<file path="src/rtl/sd_card_router_if.sv">
// sd_card_router_if: bundles the SD routing signals between the core SPI master,
// the mount-event source, the physical card pins and the virtual card instances.
//   slave  : router side (sd_card_router)
//   master : environment side (core, sd_card instances, pins)
//   img_mounted/img_nz        mount pulses and non-zero flags per slot
//   spi_sck/mosi/ss_n/miso    core SPI master
//   sd_sck/mosi/cs_n/miso     physical card
//   vsd_ss_n/vsd_miso         virtual cards
//   active_slot/mounted       selection and mount state
//   reset_img/act             image-change reset and activity strobes
interface sd_card_router_if #(
    parameter int unsigned SLOTS = 2
);
    localparam int unsigned W = $clog2(SLOTS + 1);

    logic [SLOTS-1:0] img_mounted;
    logic [SLOTS-1:0] img_nz;
    logic             spi_sck;
    logic             spi_mosi;
    logic             spi_ss_n;
    logic             spi_miso;
    logic             sd_miso;
    logic             sd_sck;
    logic             sd_mosi;
    logic             sd_cs_n;
    logic [SLOTS-1:0] vsd_miso;
    logic [SLOTS-1:0] vsd_ss_n;
    logic [W-1:0]     active_slot;
    logic [SLOTS-1:0] mounted;
    logic             reset_img;
    logic [SLOTS:0]   act;

    modport slave (
        input  img_mounted, img_nz, spi_sck, spi_mosi, spi_ss_n, sd_miso, vsd_miso,
        output spi_miso, sd_sck, sd_mosi, sd_cs_n, vsd_ss_n, active_slot, mounted,
               reset_img, act
    );

    modport master (
        output img_mounted, img_nz, spi_sck, spi_mosi, spi_ss_n, sd_miso, vsd_miso,
        input  spi_miso, sd_sck, sd_mosi, sd_cs_n, vsd_ss_n, active_slot, mounted,
               reset_img, act
    );
endinterface

</file>
<file path="src/rtl/sd_card_router.sv">
// sd_card_router: steers the core SPI master to the physical SD card or one of
// SLOTS virtual images, tracks per-slot mount state, raises a retriggerable
// image-change reset pulse and per-channel activity strobes.
//   clk_sys : system clock
//   reset   : asynchronous active-high reset
//   bus     : sd_card_router_if.slave (mount events, SPI, card pins, status)
module sd_card_router #(
    parameter int unsigned SLOTS      = 2,
    parameter int unsigned RST_CYCLES = 10000000,
    parameter int unsigned ACT_CYCLES = 1000000,
    parameter int unsigned RST_ON_ANY = 1
) (
    input  logic            clk_sys,
    input  logic            reset,
    sd_card_router_if.slave bus
);
    localparam int unsigned W  = $clog2(SLOTS + 1);
    localparam int unsigned RW = $clog2(RST_CYCLES + 1);
    localparam int unsigned AW = $clog2(ACT_CYCLES + 1);
    localparam int unsigned CH = SLOTS + 1;

    logic [W-1:0]     active_q;
    logic [W-1:0]     active_nxt;
    logic [W-1:0]     fallback_c;
    logic [W-1:0]     lowest_set_c;
    logic [SLOTS-1:0] set_mask_c;
    logic [SLOTS-1:0] mounted_q;
    logic [SLOTS-1:0] mounted_nxt;
    logic             qualify_c;
    logic [RW-1:0]    rst_cnt_q;
    logic [RW-1:0]    rst_cnt_nxt;
    logic             reset_img_q;
    logic             mosi_q;
    logic             mosi_qq;
    logic             miso_q;
    logic             miso_qq;
    logic             toggle_c;
    logic [AW-1:0]    tmr_q   [CH];
    logic [AW-1:0]    tmr_nxt [CH];
    logic [CH-1:0]    act_q;
    logic [CH-1:0]    act_nxt;
    logic             spi_miso_c;
    logic             sd_cs_c;
    logic [SLOTS-1:0] vsd_ss_c;

    // Mount bookkeeping, active-slot selection and reset-pulse counter.
    always_comb begin
        set_mask_c   = bus.img_mounted & bus.img_nz;
        mounted_nxt  = (mounted_q & ~bus.img_mounted) | set_mask_c;
        fallback_c   = '0;
        lowest_set_c = '0;
        // Descending scan so the lowest index wins.
        for (int i = int'(SLOTS) - 1; i >= 0; i--) begin
            if (mounted_nxt[i]) fallback_c = W'(i + 1);
            if (set_mask_c[i])  lowest_set_c = W'(i + 1);
        end
        active_nxt = active_q;
        if (|set_mask_c) begin
            active_nxt = lowest_set_c;
        end else begin
            // Only an unmount of the active slot moves the selection.
            for (int i = 0; i < int'(SLOTS); i++) begin
                if (bus.img_mounted[i] && (active_q == W'(i + 1))) active_nxt = fallback_c;
            end
        end
        qualify_c = (RST_ON_ANY != 0) ? (|bus.img_mounted) : (active_nxt != active_q);
        if (qualify_c) begin
            rst_cnt_nxt = RW'(RST_CYCLES);
        end else if (rst_cnt_q != '0) begin
            rst_cnt_nxt = rst_cnt_q - RW'(1);
        end else begin
            rst_cnt_nxt = '0;
        end
    end

    // SPI steering; follows the registered selection with no extra latency.
    always_comb begin
        sd_cs_c    = bus.spi_ss_n | (active_q != '0);
        spi_miso_c = 1'b1;
        if (active_q == '0) spi_miso_c = bus.sd_miso;
        for (int k = 0; k < int'(SLOTS); k++) begin
            vsd_ss_c[k] = bus.spi_ss_n | (active_q != W'(k + 1));
            if (active_q == W'(k + 1)) spi_miso_c = bus.vsd_miso[k];
        end
    end

    // Activity timers: a data toggle restarts the timer of the selected channel.
    always_comb begin
        toggle_c = (mosi_q ^ mosi_qq) | (miso_q ^ miso_qq);
        for (int c = 0; c < int'(CH); c++) begin
            if (toggle_c && (active_q == W'(c))) begin
                tmr_nxt[c] = '0;
            end else if (tmr_q[c] < AW'(ACT_CYCLES)) begin
                tmr_nxt[c] = tmr_q[c] + AW'(1);
            end else begin
                tmr_nxt[c] = tmr_q[c];
            end
            act_nxt[c] = tmr_nxt[c] < AW'(ACT_CYCLES);
        end
    end

    // State registers; SPI edge samplers idle high.
    always_ff @(posedge clk_sys or posedge reset) begin
        if (reset) begin
            active_q    <= '0;
            mounted_q   <= '0;
            rst_cnt_q   <= '0;
            reset_img_q <= 1'b0;
            mosi_q      <= 1'b1;
            mosi_qq     <= 1'b1;
            miso_q      <= 1'b1;
            miso_qq     <= 1'b1;
            act_q       <= '0;
            for (int c = 0; c < int'(CH); c++) tmr_q[c] <= AW'(ACT_CYCLES);
        end else begin
            active_q    <= active_nxt;
            mounted_q   <= mounted_nxt;
            rst_cnt_q   <= rst_cnt_nxt;
            reset_img_q <= rst_cnt_nxt != '0;
            mosi_q      <= bus.spi_mosi;
            mosi_qq     <= mosi_q;
            miso_q      <= spi_miso_c;
            miso_qq     <= miso_q;
            act_q       <= act_nxt;
            for (int c = 0; c < int'(CH); c++) tmr_q[c] <= tmr_nxt[c];
        end
    end

    assign bus.active_slot = active_q;
    assign bus.mounted     = mounted_q;
    assign bus.reset_img   = reset_img_q;
    assign bus.act         = act_q;
    assign bus.sd_cs_n     = sd_cs_c;
    assign bus.sd_sck      = bus.spi_sck & ~sd_cs_c;
    assign bus.sd_mosi     = bus.spi_mosi & ~sd_cs_c;
    assign bus.vsd_ss_n    = vsd_ss_c;
    assign bus.spi_miso    = spi_miso_c;
endmodule

</file>
<file path="src/flat_wrapper.sv">
// flat-port wrapper written by rule: the top's interface ports become plain ports
module sd_card_router_flat 
#(
    parameter int unsigned SLOTS      = 2,
    parameter int unsigned RST_CYCLES = 10000000,
    parameter int unsigned ACT_CYCLES = 1000000,
    parameter int unsigned RST_ON_ANY = 1
)
  (clk_sys, reset, bus_img_mounted, bus_img_nz, bus_spi_sck, bus_spi_mosi, bus_spi_ss_n, bus_sd_miso, bus_vsd_miso, bus_spi_miso, bus_sd_sck, bus_sd_mosi, bus_sd_cs_n, bus_vsd_ss_n, bus_active_slot, bus_mounted, bus_reset_img, bus_act);
  sd_card_router_if #(.SLOTS(SLOTS)) bus_i ();
  input  logic clk_sys;
  input  logic reset;
  input wire logic [$bits(bus_i.img_mounted)-1:0] bus_img_mounted;
  input wire logic [$bits(bus_i.img_nz)-1:0] bus_img_nz;
  input wire logic [$bits(bus_i.spi_sck)-1:0] bus_spi_sck;
  input wire logic [$bits(bus_i.spi_mosi)-1:0] bus_spi_mosi;
  input wire logic [$bits(bus_i.spi_ss_n)-1:0] bus_spi_ss_n;
  input wire logic [$bits(bus_i.sd_miso)-1:0] bus_sd_miso;
  input wire logic [$bits(bus_i.vsd_miso)-1:0] bus_vsd_miso;
  output wire logic [$bits(bus_i.spi_miso)-1:0] bus_spi_miso;
  output wire logic [$bits(bus_i.sd_sck)-1:0] bus_sd_sck;
  output wire logic [$bits(bus_i.sd_mosi)-1:0] bus_sd_mosi;
  output wire logic [$bits(bus_i.sd_cs_n)-1:0] bus_sd_cs_n;
  output wire logic [$bits(bus_i.vsd_ss_n)-1:0] bus_vsd_ss_n;
  output wire logic [$bits(bus_i.active_slot)-1:0] bus_active_slot;
  output wire logic [$bits(bus_i.mounted)-1:0] bus_mounted;
  output wire logic [$bits(bus_i.reset_img)-1:0] bus_reset_img;
  output wire logic [$bits(bus_i.act)-1:0] bus_act;
  assign bus_i.img_mounted = bus_img_mounted;
  assign bus_i.img_nz = bus_img_nz;
  assign bus_i.spi_sck = bus_spi_sck;
  assign bus_i.spi_mosi = bus_spi_mosi;
  assign bus_i.spi_ss_n = bus_spi_ss_n;
  assign bus_i.sd_miso = bus_sd_miso;
  assign bus_i.vsd_miso = bus_vsd_miso;
  assign bus_spi_miso = bus_i.spi_miso;
  assign bus_sd_sck = bus_i.sd_sck;
  assign bus_sd_mosi = bus_i.sd_mosi;
  assign bus_sd_cs_n = bus_i.sd_cs_n;
  assign bus_vsd_ss_n = bus_i.vsd_ss_n;
  assign bus_active_slot = bus_i.active_slot;
  assign bus_mounted = bus_i.mounted;
  assign bus_reset_img = bus_i.reset_img;
  assign bus_act = bus_i.act;
  sd_card_router #(.SLOTS(SLOTS), .RST_CYCLES(RST_CYCLES), .ACT_CYCLES(ACT_CYCLES), .RST_ON_ANY(RST_ON_ANY)) u_core (.clk_sys(clk_sys), .reset(reset), .bus(bus_i));
endmodule
</file>
<file path="config.mk">
export PLATFORM = sky130hd
export DESIGN_NAME = sd_card_router_flat
export DESIGN_NICKNAME = d
export VERILOG_FILES = /design/src/rtl/sd_card_router_if.sv /design/src/rtl/sd_card_router.sv /design/src/flat_wrapper.sv
export SDC_FILE = /design/constraint.sdc
export NUM_CORES = 1
export LEC_CHECK = 0
export BUFFER_PORTS_ARGS = -buffer_cell sky130_fd_sc_hd__buf_4
export CORE_ASPECT_RATIO = 2
export CORE_MARGIN = 2
export CORE_UTILIZATION = 53
export CTS_CLUSTER_SIZE = 30
export DETAILED_ROUTE_END_ITERATION = 8
export MAX_ROUTING_LAYER = met4
export PLACE_DENSITY = 0.7
export REMOVE_ABC_BUFFERS = 1
export SYNTH_ARGS = -nofsm -noshare
export SYNTH_HDL_FRONTEND = slang
export SYNTH_SLANG_ARGS = --single-unit
</file>
<file path="constraint.sdc">
create_clock -name clk_sys -period 6.74 [get_ports clk_sys]
set_clock_uncertainty 0.05 [all_clocks]
set_input_delay 0.674 -clock clk_sys [delete_from_list [all_inputs] [get_ports clk_sys]]
set_output_delay 0.674 -clock clk_sys [all_outputs]
set_load 0.05 [all_outputs]
</file>
==> results of run 1 <==
## logic make-up after synthesis
group | synth area share, %
AO/OA/AOI/OAI | 10.7
flip-flops | 46.2
buffers and inverters | 2.42
adder cells (fa/ha/maj) | 1.19
multiplexers | 1.52
AND/OR/NAND/NOR | 26.8
XOR/XNOR | 11.1
## path summary, 6_finish.rpt
kind,start,to
setup / recovery,u_core.rst_cnt_q[8],u_core.bus.reset_img
hold / removal,reset,u_core.tmr_q[35]
setup reg to reg,u_core.rst_cnt_q[8],u_core.bus.reset_img
hold reg to reg,u_core.miso_q,u_core.miso_qq
max in group asynchronous,reset,u_core.bus.act[0]
min in group clk_sys,u_core.miso_q,u_core.miso_qq
## cell type report
type / instances / area, µm²
flip-flops and latches: 96 / 2430
inverters: 13 / 50.0
clock buffers: 9 / 225
well taps: 132 / 165
multi-input cells: 433 / 2710
fillers: 898 / 3830
clock inverters: 7 / 77.6
repair buffers: 28 / 210
## power by group through the flow
| stage | clock network, µW | logic, µW | registers [µW] |
|---|---|---|---|
| finish | 519 | 289 | 693 |
| global route | 558 | 326 | 702 |
| CTS | 531 | 292 | 691 |
| detailed placement | 0 | 289 | 701 |
| global placement | 0 | 283 | 697 |
| floorplan | 0 | 204 | 698 |
## worst max-delay path: cells and delay by family, from the launching register on
kind               cells  cell delay (ns)
and+or+nand+nor        5             1.98
DFF                    1             0.44
AOI/OAI and AO/OA      2             0.98
## routing by layer
metal / track usage (%) / share of wire (%)
met1: 26.1 / 39
met2: 39.9 / 55
met3: 3.26 / 2.9
met4: 10.7 / 3.2
met5: - / 0
## registers in the layout, indices dropped and copies added (netlist names)
signal                  count
u_core.tmr_q               60
u_core.rst_cnt_q           24
u_core.bus.act              3
u_core.bus.active_slot      2
u_core.bus.mounted          2
u_core.bus.reset_img        1
u_core.miso_q               1
u_core.miso_qq              1
u_core.mosi_q               1
u_core.mosi_qq              1
## cells in the final DEF (no fill, tap or decap), drive strengths merged, types with 6 or more instances in the layout
master  count
mux2i       8
nor4       13
o31ai       9
buf        28
inv        14
nor2       88
xor2       33
nand2      38
xnor2      34
or4        11
or3         6
nand3      26
dfstp      25
and4       10
a21oi      22
and2        8
dfrtp      71
nor3       22
clkbuf      9
o21ai      19
nand4      20
## Yosys cell counts (3+ instances only)
master    count
o21ai_0      15
or3_1         5
mux2i_1       8
dfstp_2      25
nand4_1      20
nor3_1       22
nor3b_1       4
nor2_1       88
and3_1        5
nand2b_1      5
nand3_1      26
o21a_1        4
inv_1        13
a211oi_1      3
ha_1          5
o31ai_1       8
or4_1        10
xnor2_1      34
nand3b_1      3
a21oi_1      22
o31a_1        3
o21ai_1       3
and4_1       10
xor2_1       33
nand2_1      38
nor4_1       11
a31oi_1       5
a211o_1       3
dfrtp_1      71
clkbuf_1     19
nor2b_1       3
and2_1        8
## stage by stage
step	hold slack [ns]	worst slack, ns	cells	utilization (%)	area [µm²]
after floorplan	0.310	3.55	542	-	5190
after global placement	0.313	3.20	702	57.4	5570
after detailed placement	0.317	3.13	702	57.4	5570
after CTS	0.194	3.11	718	60.5	5870
after global routing	0.208	2.97	718	60.5	5870
final	0.195	3.15	718	60.5	5870
==> metrics.md, run 1 <==
| Metric | Value |
|---|---|
| Outcome | `finished, final reports clean` |
| Wirelength per Cell | `roughly 16 µm` |
| CP Max Fanout | `16` |
| Total core area | `9700 µm²` |
| P per Cell Area | `approximately 260 nW/µm²` |
| Layout cells sized above 1 | `13.1%` |
| Hold Crit Class | `primary input to asynchronous set/reset pin` |
| Grt total ovfl | `0` |
| R2R depth | `7` |
| Period Utilization, post-route | `53.3%` |
| Clock power share | `34.6%` |
| Setup crit end kind | `register` |
| Total die area | `10800 µm²` |
| TritonCTS clock tree | `yes` |
| Worst Path Arrival | `3.76 ns` |
| CTS clk-pin slew, worst paths | `about 0.070 ns` |
| Slowest stage cell on the critical path | `o31ai_4` |
| Hold Buf Count CTS | `0` |
| Post-synth EDFFs | `0` |
| RSZ-0062 raised after global routing | `false` |
| Die Wd | `74.5 µm` |
| P_leak | `0.00235 µW` |
| Flop pwr share | `46.1%` |
| Drt drc | `0` |
| Overall routing resource usage | `23.4%` |
| Final ANT Viol Nets | `0` |
| Highest Clock Rate | `~280 MHz` |
| WL final | `11.6 mm` |
| Startpoint Class | `register` |
| Worst-path cell chain | `nor3_1 -> nand4b_2 -> o31ai_4 -> nor2_1 -> or4_1 -> a211o_1 -> or4_1` |
| WS Path Type | `register to register` |
| FF+latch count, synth | `96` |
| Cell Int Power | `1020 µW` |
| Combinational Power Share | `19.3%` |
| CP peak stage delay | `0.71 ns` |
| Vias in the first global route | `approximately 4.3k` |
| Switching power | `478 µW` |
| R2r setup slk | `3.15 ns` |
| Synthesized area per cell | `9.36 µm²` |
| Initial core utilization | `54.3%` |
| Antenna diode count | `0` |
| Via count | `between 4k and 5k` |
| Tmin final | `3.59 ns` |
| Worst-Skew Late Latency | `0.34 ns` |
| Sw frac | `31.8%` |
| Post-synthesis cell count | `563` |
| Ys flop type | `dfrtp_1` |
| Sink Count | `between 90 and 100` |
| Max-slew violations | `0` |
| Setup tns final | `0 ns` |
| Top cells by area, synth | `dfrtp_1 34%, dfstp_2 12%, nor2_1 6.3%` |
| Ports | `26` |
| Post-Synthesis Cell Area | `approximately 5300 µm²` |
| Resized cells post-CTS | `0` |
| Port buffer count | `25` |
| Routed vias/inst | `5.90` |
| Final hold viol count | `0` |
| Root buf cell | `clkbuf_16` |
| # rows | `51` |
| Yosys top cell area share | `33.7%` |
| Tightest Pin Transition | `1.05 ns` |
| Synth Warn # | `0` |
| Synth unique cells | `57` |
| First-pass GRT wire length | `19.4 mm` |
| Dominant cell type by area after synthesis | `dfrtp_1` |
| CTS Buf Count | `9` |
| Initial antenna violation count | `0` |
| Bufs on Longest Clock Path | `2` |
| Relative slew slack | `30.0%` |
| Max Cap Viol | `0` |
| VDD IR-drop max | `~0.00023 V` |
| GP Congestion | `a little over 0.9` |
| 1st-iter DRT viols | `249` |
| CP most frequent cell | `or4_1` |
| Final setup violation count | `0` |
| Async SR Flop Fraction | `100%` |
| Chip height | `between 100 and 150 µm` |
| Pin count of the biggest net entering global routing | `84` |
| Drt pass-1 iters | `4` |
| Area growth from synthesis to layout | `11.4%` |
| Required time of the critical path | `6.91 ns` |
| Detail Placement HPWL | `8.38 mm` |
| PnR Total Power | `1500 µW` |
| # Post-CTS Setup Buffers | `0` |
| Clock H-tree levels | `3` |
| Fin nets | `approximately 600` |
| Post-synthesis sequential area ratio | `between 40% and 50%` |
Power figures use the tool's default switching activity.
==> run 2: changes to the inputs <==
==> constraint.sdc (replaced) <==
create_clock -name clk_sys -period 3.75 [get_ports clk_sys]
set_clock_uncertainty 0.05 [all_clocks]
set_input_delay 0.375 -clock clk_sys [delete_from_list [all_inputs] [get_ports clk_sys]]
set_output_delay 0.375 -clock clk_sys [all_outputs]
set_load 0.05 [all_outputs]
==> metrics.md, run 2 (synthesized netlist as in run 1, its figures left out) <==
| Metric | Value |
|---|---|
| CP Max Fanout | `8 (was 16)` |
| Pin count of the biggest net entering global routing | `61 (was 84)` |
| Overall routing resource usage | `25.0% (was 23.4%)` |
| Sw frac | `30.6% (was 31.8%)` |
| Worst-path cell chain | `nor3_1 -> nand4b_2 -> o31ai_4 -> nor2_1 -> or4_1 -> a211o_1 -> or4_1 (unchanged)` |
| Largest Register | `u_core.tmr_q (unchanged)` |
| Worst-Skew Late Latency | `0.35 ns (was 0.34 ns)` |
| Port buffer count | `25 (unchanged)` |
| PnR Total Power | `2860 µW (was 1500 µW)` |
| Tightest Pin Transition | `1.05 ns (about the same)` |
| Wirelength per Cell | `16.5 µm (was 16.1 µm)` |
| First-pass GRT wire length | `20.6 mm (was 19.4 mm)` |
| Chip height | `145 µm (unchanged)` |
| R2r startpoint | `u_core.rst_cnt_q[9] (was u_core.rst_cnt_q[8])` |
| Fin nets | `604 (was 598)` |
| Hold Crit Class | `primary input to register (was primary input to asynchronous set/reset pin)` |
| Commonest non-fill, non-tap cell in the layout | `nor2_1 (unchanged)` |
| Area growth from synthesis to layout | `13.2% (was 11.4%)` |
| Total die area | `10800 µm² (unchanged)` |
| Initial core utilization | `54.3% (unchanged)` |
| Clock H-tree levels | `3 (unchanged)` |
| Cell Int Power | `1980 µW (was 1020 µW)` |
| Bufs on Longest Clock Path | `2 (unchanged)` |
| Relative slew slack | `29.7% (was 30.0%)` |
| Highest Clock Rate | `307 MHz (was 279 MHz)` |
| Fill cell count | `852 (was 898)` |
| P_leak | `0.00241 µW (was 0.00235 µW)` |
| Slowest stage cell on the critical path | `nor3_1 (was o31ai_4)` |
| 1st-iter DRT viols | `319 (was 249)` |
| CP peak stage delay | `0.52 ns (was 0.71 ns)` |
| WS Path Type | `register to register (unchanged)` |
| CTS Buf Count | `9 (unchanged)` |
| Initial antenna violation count | `0 (unchanged)` |
| Pre-CTS setup slack | `0.546 ns (was 3.13 ns)` |
| Antenna diode count | `0 (unchanged)` |
| Total core area | `9700 µm² (unchanged)` |
| Layout cells sized above 1 | `14.0% (was 13.1%)` |
| Sink Count | `96 (unchanged)` |
| Critical path's top delay family | `simple AND/OR/NAND/NOR gates (unchanged)` |
| Setup crit start | `u_core.rst_cnt_q[9] (was u_core.rst_cnt_q[8])` |
| Startpoint Class | `register (unchanged)` |
| Drt drc | `0 (unchanged)` |
| Ports | `26 (unchanged)` |
| Max Cap Viol | `0 (unchanged)` |
| Period Utilization, post-route | `86.8% (was 53.3%)` |
| Final ANT Viol Nets | `0 (unchanged)` |
| CTS clk-pin slew, worst paths | `0.07 ns (about the same)` |
| Required time of the critical path | `3.92 ns (was 6.91 ns)` |
| Largest register FFs | `60 (unchanged)` |
| Max-slew violations | `0 (unchanged)` |
| Grt total ovfl | `0 (unchanged)` |
| # rows | `51 (unchanged)` |
| Worst Path Arrival | `3.42 ns (was 3.76 ns)` |
| P per Cell Area | `479 nW/µm² (was 256 nW/µm²)` |
| Buffers & Inverters on Critical Path | `0 (unchanged)` |
| Die Wd | `74.5 µm (unchanged)` |
| GP Congestion | `0.899 (was 0.910)` |
| Clock power share | `37.9% (was 34.6%)` |
| Hold Buf Count CTS | `0 (unchanged)` |
| Tmin final | `3.25 ns (was 3.59 ns)` |
| WL final | `12.0 mm (was 11.6 mm)` |
| Final setup violation count | `0 (unchanged)` |
| Final hold viol count | `0 (unchanged)` |
| Hold slack | `0.0886 ns (was 0.195 ns)` |
| HP Start | `bus_spi_mosi` |
| Flop pwr share | `43.6% (was 46.1%)` |
| Routed vias/inst | `5.99 (was 5.90)` |
| Via count | `4338 (was 4234)` |
| TritonCTS clock tree | `yes (unchanged)` |
| RSZ-0062 raised after global routing | `false (unchanged)` |
| Combinational Power Share | `18.5% (was 19.3%)` |
| Detail Placement HPWL | `8.62 mm (was 8.38 mm)` |
| Final Util | `61.5% (was 60.5%)` |
| Outcome | `finished, final reports clean (unchanged)` |
| Setup tns final | `0 ns (unchanged)` |
| Drt pass-1 iters | `5 (was 4)` |
| Switching power | `875 µW (was 478 µW)` |
| Most frequent cells in the layout | `88 x nor2_1, 71 x dfrtp_1, 38 x nand2_1 (unchanged)` |
| Post-route setup slack | `0.495 ns (was 3.15 ns)` |
| Vias in the first global route | `4368 (was 4279)` |
| # Post-CTS Setup Buffers | `0 (unchanged)` |
| Setup crit end kind | `register (unchanged)` |
| Root buf cell | `clkbuf_16 (unchanged)` |
| VDD IR-drop max | `0.000319 V (was 0.000229 V)` |
| Resized cells post-CTS | `0 (unchanged)` |
| CP most frequent cell | `or4_1 (unchanged)` |
## run 2: cell types whose count changed in the layout (fill, tap and decap cells not counted), sizes merged
cell,before,now
clkinvlp,4,1
bufinv,1,3
buf,28,34
clkinv,1,2
## run 2: path summary, 6_finish.rpt
kind                                             end  slack, ns  cells past startpoint
worst max-delay path            u_core.bus.reset_img       0.50                      7
worst min-delay path                   u_core.mosi_q       0.09                      1
worst max register to register  u_core.bus.reset_img       0.50                      7
worst min register to register        u_core.mosi_qq       0.32                      0
max in group asynchronous           u_core.tmr_q[29]       2.55                      3
min in group asynchronous           u_core.tmr_q[28]       0.18                      2
## run 2: area by class of cell
class	count	area [µm²]	share of cell area [%]
repair buffers	34	255	4.28
flip-flops and latches	96	2430	40.8
inverters	13	50.0	0.839
multi-input cells	433	2710	45.4
clock buffers	9	225	3.78
well taps	132	165	2.77
clock inverters	7	126	2.12
## run 2: metrics by stage
| step | std cells | cell area [µm²] |
|---|---|---|
| global placement | 708 | 5610 |
| detailed placement | 708 | 5610 |
| CTS | 724 | 5960 |
| global route | 724 | 5960 |
| finish | 724 | 5960 |
| floorplan | 542 | 5190 |
## run 2: worst reg2reg max path, delay by kind of cell (launching register included)
kind	cells	cell delay (ns)
flops	1	0.41
simple gates	5	1.99
compound gates	2	0.68
## run 2: power groups by stage
stage | clock [µW] | combinational [µW] | sequential [µW]
after detailed placement | 0 | 528 | 1260
after CTS | 1100 | 534 | 1240
final | 1080 | 528 | 1240
after floorplan | 0 | 367 | 1250
after global routing | 1140 | 592 | 1260
after global placement | 0 | 517 | 1250
## run 2: metal layers
metal | global-route usage (%) | vias to the layer above | share of wire [%]
met1 | 27.9 | 2113 | 38
met3 | 3.89 | 29 | 3.7
met4 | 10.9 | 0 | 3.2
met5 | - | - | 0
met2 | 42.5 | 120 | 55
li1 | - | 2076 | -
==> run 3: changes to the inputs <==
--- a/config.mk
+++ b/config.mk
@@ -5,14 +5,15 @@
 export SDC_FILE = /design/constraint.sdc
 export NUM_CORES = 1
 export LEC_CHECK = 0
-export BUFFER_PORTS_ARGS = -buffer_cell sky130_fd_sc_hd__buf_4
+export ABC_AREA = 1
 export CORE_ASPECT_RATIO = 2
 export CORE_MARGIN = 2
 export CORE_UTILIZATION = 53
 export CTS_CLUSTER_SIZE = 30
 export DETAILED_ROUTE_END_ITERATION = 8
+export DONT_BUFFER_PORTS = 1
 export MAX_ROUTING_LAYER = met4
-export PLACE_DENSITY = 0.7
+export PLACE_DENSITY = 0.68
 export REMOVE_ABC_BUFFERS = 1
 export SYNTH_ARGS = -nofsm -noshare
 export SYNTH_HDL_FRONTEND = slang
==> metrics.md, run 3 <==
| Metric | Value |
|---|---|
| Vias in the first global route | `5831 (was 4368)` |
| RSZ-0062 raised after global routing | `false (unchanged)` |
| GP Congestion | `0.888 (was 0.899)` |
| M3 GR Usage | `5.44% (was 3.89%)` |
| P per Cell Area | `389 nW/µm² (was 479 nW/µm²)` |
| PnR Total Power | `2660 µW (was 2860 µW)` |
| Met2 GRT Util | `52.9% (was 42.5%)` |
| Total core area | `11800 µm² (was 9700 µm²)` |
| Max-slew violations | `0 (unchanged)` |
| Required time of the critical path | `3.98 ns (was 3.92 ns)` |
| VDD IR-drop max | `0.000340 V (was 0.000319 V)` |
| WS Path Type | `register to register (unchanged)` |
| Synthesized area per cell | `6.69 µm² (was 9.36 µm²)` |
| Final Util | `58.0% (was 61.5%)` |
| Met1 usage | `25.6% (was 27.9%)` |
| # Post-CTS Setup Buffers | `0 (unchanged)` |
| Most common cell in the synthesized netlist | `nand2_1 (was nor2_1)` |
| Die Wd | `81.7 µm (was 74.5 µm)` |
| TritonCTS clock tree | `yes (unchanged)` |
| Final setup violation count | `0 (unchanged)` |
| Synth Warn # | `0 (unchanged)` |
| Overall routing resource usage | `28.6% (was 25.0%)` |
| Largest Register | `u_core.tmr_q (unchanged)` |
| Post-synth EDFFs | `0 (unchanged)` |
| Commonest non-fill, non-tap cell in the layout | `nand2_1 (was nor2_1)` |
| Tmin final | `2.53 ns (was 3.25 ns)` |
| Setup tns final | `0 ns (unchanged)` |
| Setup crit end kind | `register (unchanged)` |
| Drt drc | `0 (unchanged)` |
| Layout cells sized above 1 | `10.5% (was 14.0%)` |
| CTS Buf Count | `9 (unchanged)` |
| Relative slew slack | `39.3% (was 29.7%)` |
| Pin count of the biggest net entering global routing | `75 (was 61)` |
| Wirelength per Cell | `15.4 µm (was 16.5 µm)` |
| Initial core utilization | `54.4% (was 54.3%)` |
| Top cells by count, synth | `276 x nand2_1, 153 x nor2_1, 139 x inv_1 (was 88 x nor2_1, 71 x dfrtp_1, 38 x nand2_1)` |
| Detail Placement HPWL | `13.5 mm (was 8.62 mm)` |
| Hold slack | `0.0248 ns (was 0.0886 ns)` |
| CTS clk-pin slew, worst paths | `0.07 ns (about the same)` |
| Period Utilization, post-route | `67.6% (was 86.8%)` |
| Initial antenna violation count | `0 (unchanged)` |
| Grt total ovfl | `0 (unchanged)` |
| Chip height | `159 µm (was 145 µm)` |
| First-pass GRT wire length | `27.4 mm (was 20.6 mm)` |
| Top cells by area, synth | `dfrtp_1 28%, nand2_1 16%, dfstp_2 10% (was dfrtp_1 34%, dfstp_2 12%, nor2_1 6.3%)` |
| Largest register FFs | `60 (unchanged)` |
| Via count | `5966 (was 4338)` |
| Yosys top cell area share | `27.7% (was 33.7%)` |
| Total die area | `13000 µm² (was 10800 µm²)` |
| Fin nets | `979 (was 604)` |
| Sink Count | `96 (unchanged)` |
| Final hold viol count | `0 (unchanged)` |
| Tightest Pin Transition | `0.910 ns (was 1.05 ns)` |
| Dominant cell type by area after synthesis | `dfrtp_1 (unchanged)` |
| Drt pass-1 iters | `4 (was 5)` |
| Area growth from synthesis to layout | `6.60% (was 13.2%)` |
| Ports | `26 (unchanged)` |
| Routed vias/inst | `5.37 (was 5.99)` |
| Port buffer count | `0 (was 25)` |
| Worst Path Arrival | `2.76 ns (was 3.42 ns)` |
| FF+latch count, synth | `96 (unchanged)` |
| P_leak | `0.00330 µW (was 0.00241 µW)` |
| Post-Synthesis Cell Area | `6410 µm² (was 5270 µm²)` |
| Final ANT Viol Nets | `0 (unchanged)` |
| CP Max Fanout | `19 (was 8)` |
| WL final | `17.2 mm (was 12.0 mm)` |
| Clock H-tree levels | `3 (unchanged)` |
| Startpoint Class | `register (unchanged)` |
| Gr busiest metal | `met2 (unchanged)` |
| Synth unique cells | `42 (was 57)` |
| Post-synthesis sequential area ratio | `38.0% (was 46.2%)` |
| Post-synthesis cell count | `958 (was 563)` |
| Max Cap Viol | `0 (unchanged)` |
| Antenna diode count | `0 (unchanged)` |
| Resized cells post-CTS | `0 (unchanged)` |
| Ys flop type | `dfrtp_1 (unchanged)` |
| Hold Crit Class | `primary input to asynchronous set/reset pin (was primary input to register)` |
| Worst-Skew Late Latency | `0.36 ns (was 0.35 ns)` |
| 1st-iter DRT viols | `275 (was 319)` |
| Highest Clock Rate | `394 MHz (was 307 MHz)` |
| Async SR Flop Fraction | `100% (unchanged)` |
| Bufs on Longest Clock Path | `2 (unchanged)` |
| Outcome | `finished, final reports clean (unchanged)` |
| Root buf cell | `clkbuf_16 (unchanged)` |
| Most frequent cells in the layout | `276 x nand2_1, 153 x nor2_1, 138 x inv_1 (was 88 x nor2_1, 71 x dfrtp_1, 38 x nand2_1)` |
| # rows | `56 (was 51)` |
## run 3: changes by cell type in the layout (fill, tap and decap cells not counted), sizes merged, moves of 17 or more
cell | before | now
inv | 14 | 151
xnor2 | 34 | 7
nor2 | 88 | 168
nand2 | 38 | 297
nand3 | 26 | 86
o21ai | 19 | 39
xor2 | 33 | 16
buf | 34 | 5
## run 3: metal layers
metal | vias to the layer above | wire [µm]
met5 | - | 0
met1 | 2747 | 5810
met4 | 0 | 948
li1 | 3008 | -
met2 | 142 | 9740
met3 | 69 | 680
## run 3: final timing paths
check	to	startpoint	cells after the start	slack (ns)
worst max-delay path	u_core.bus.act[2]	u_core.bus.active_slot[1]	8	1.22
min in group clk_sys	u_core.rst_cnt_q[8]	bus_img_mounted[1]	1	0.03
worst min-delay path	u_core.bus.mounted[1]	reset	1	0.02
worst max register to register	u_core.bus.act[2]	u_core.bus.active_slot[1]	8	1.22
worst min register to register	u_core.miso_qq	u_core.miso_q	0	0.32
max in group asynchronous	u_core.tmr_q[17]	reset	2	2.70
## run 3: kinds of logic after synthesis
logic type | synth area share [%]
AOI/OAI and AO/OA | 6.83
xor gates and xnor gates | 3.14
adders and majority gates | 0.976
buffers and inverters | 10.4
DFF | 38.0
and+or+nand+nor | 40.7
## run 3: what timing repair did
| action | 4_1_cts | 5_1_grt |
|---|---|---|
| endpoints found under the setup margin | 0 | 0 |
| hold buffers | 1 | 0 |
| endpoints found under the hold margin | 1 | 0 |
## run 3: final cells by class
| cell class | instances | area [µm²] |
|---|---|---|
| fillers | 1193 | 4940 |
| clock buffers | 9 | 225 |
| well taps | 145 | 181 |
| repair buffers | 6 | 47.5 |
| multi-input cells | 701 | 3310 |
| clock inverters | 7 | 72.6 |
| flip-flops and latches | 96 | 2430 |
| inverters | 148 | 563 |
## run 3: worst max-delay path, cell delays in order (launching register included)
cell and delay [ns]:
dfrtp_1 0.68, inv_1 0.16, nor2_1 0.25, nand2_1 0.53, inv_1 0.39, a21oi_1 0.11
nand2_1 0.08, a21oi_1 0.05, a21oi_1 0.13
## run 3: report_power, final
group          internal, µW  leakage [µW]  switching (µW)
Clock                   471      0.000143             451
Sequential             1140       0.00116             128
Combinational           137       0.00200             337
## run 3: per-stage QoR
stage                     area (µm²)  cells  worst slack, ns
after global placement          6520   1095             1.27
final                           6830   1112             1.22
after detailed placement        6520   1095             1.23
after floorplan                 6300    945            0.861
after CTS                       6830   1112             1.20
after global routing            6830   1112            0.950
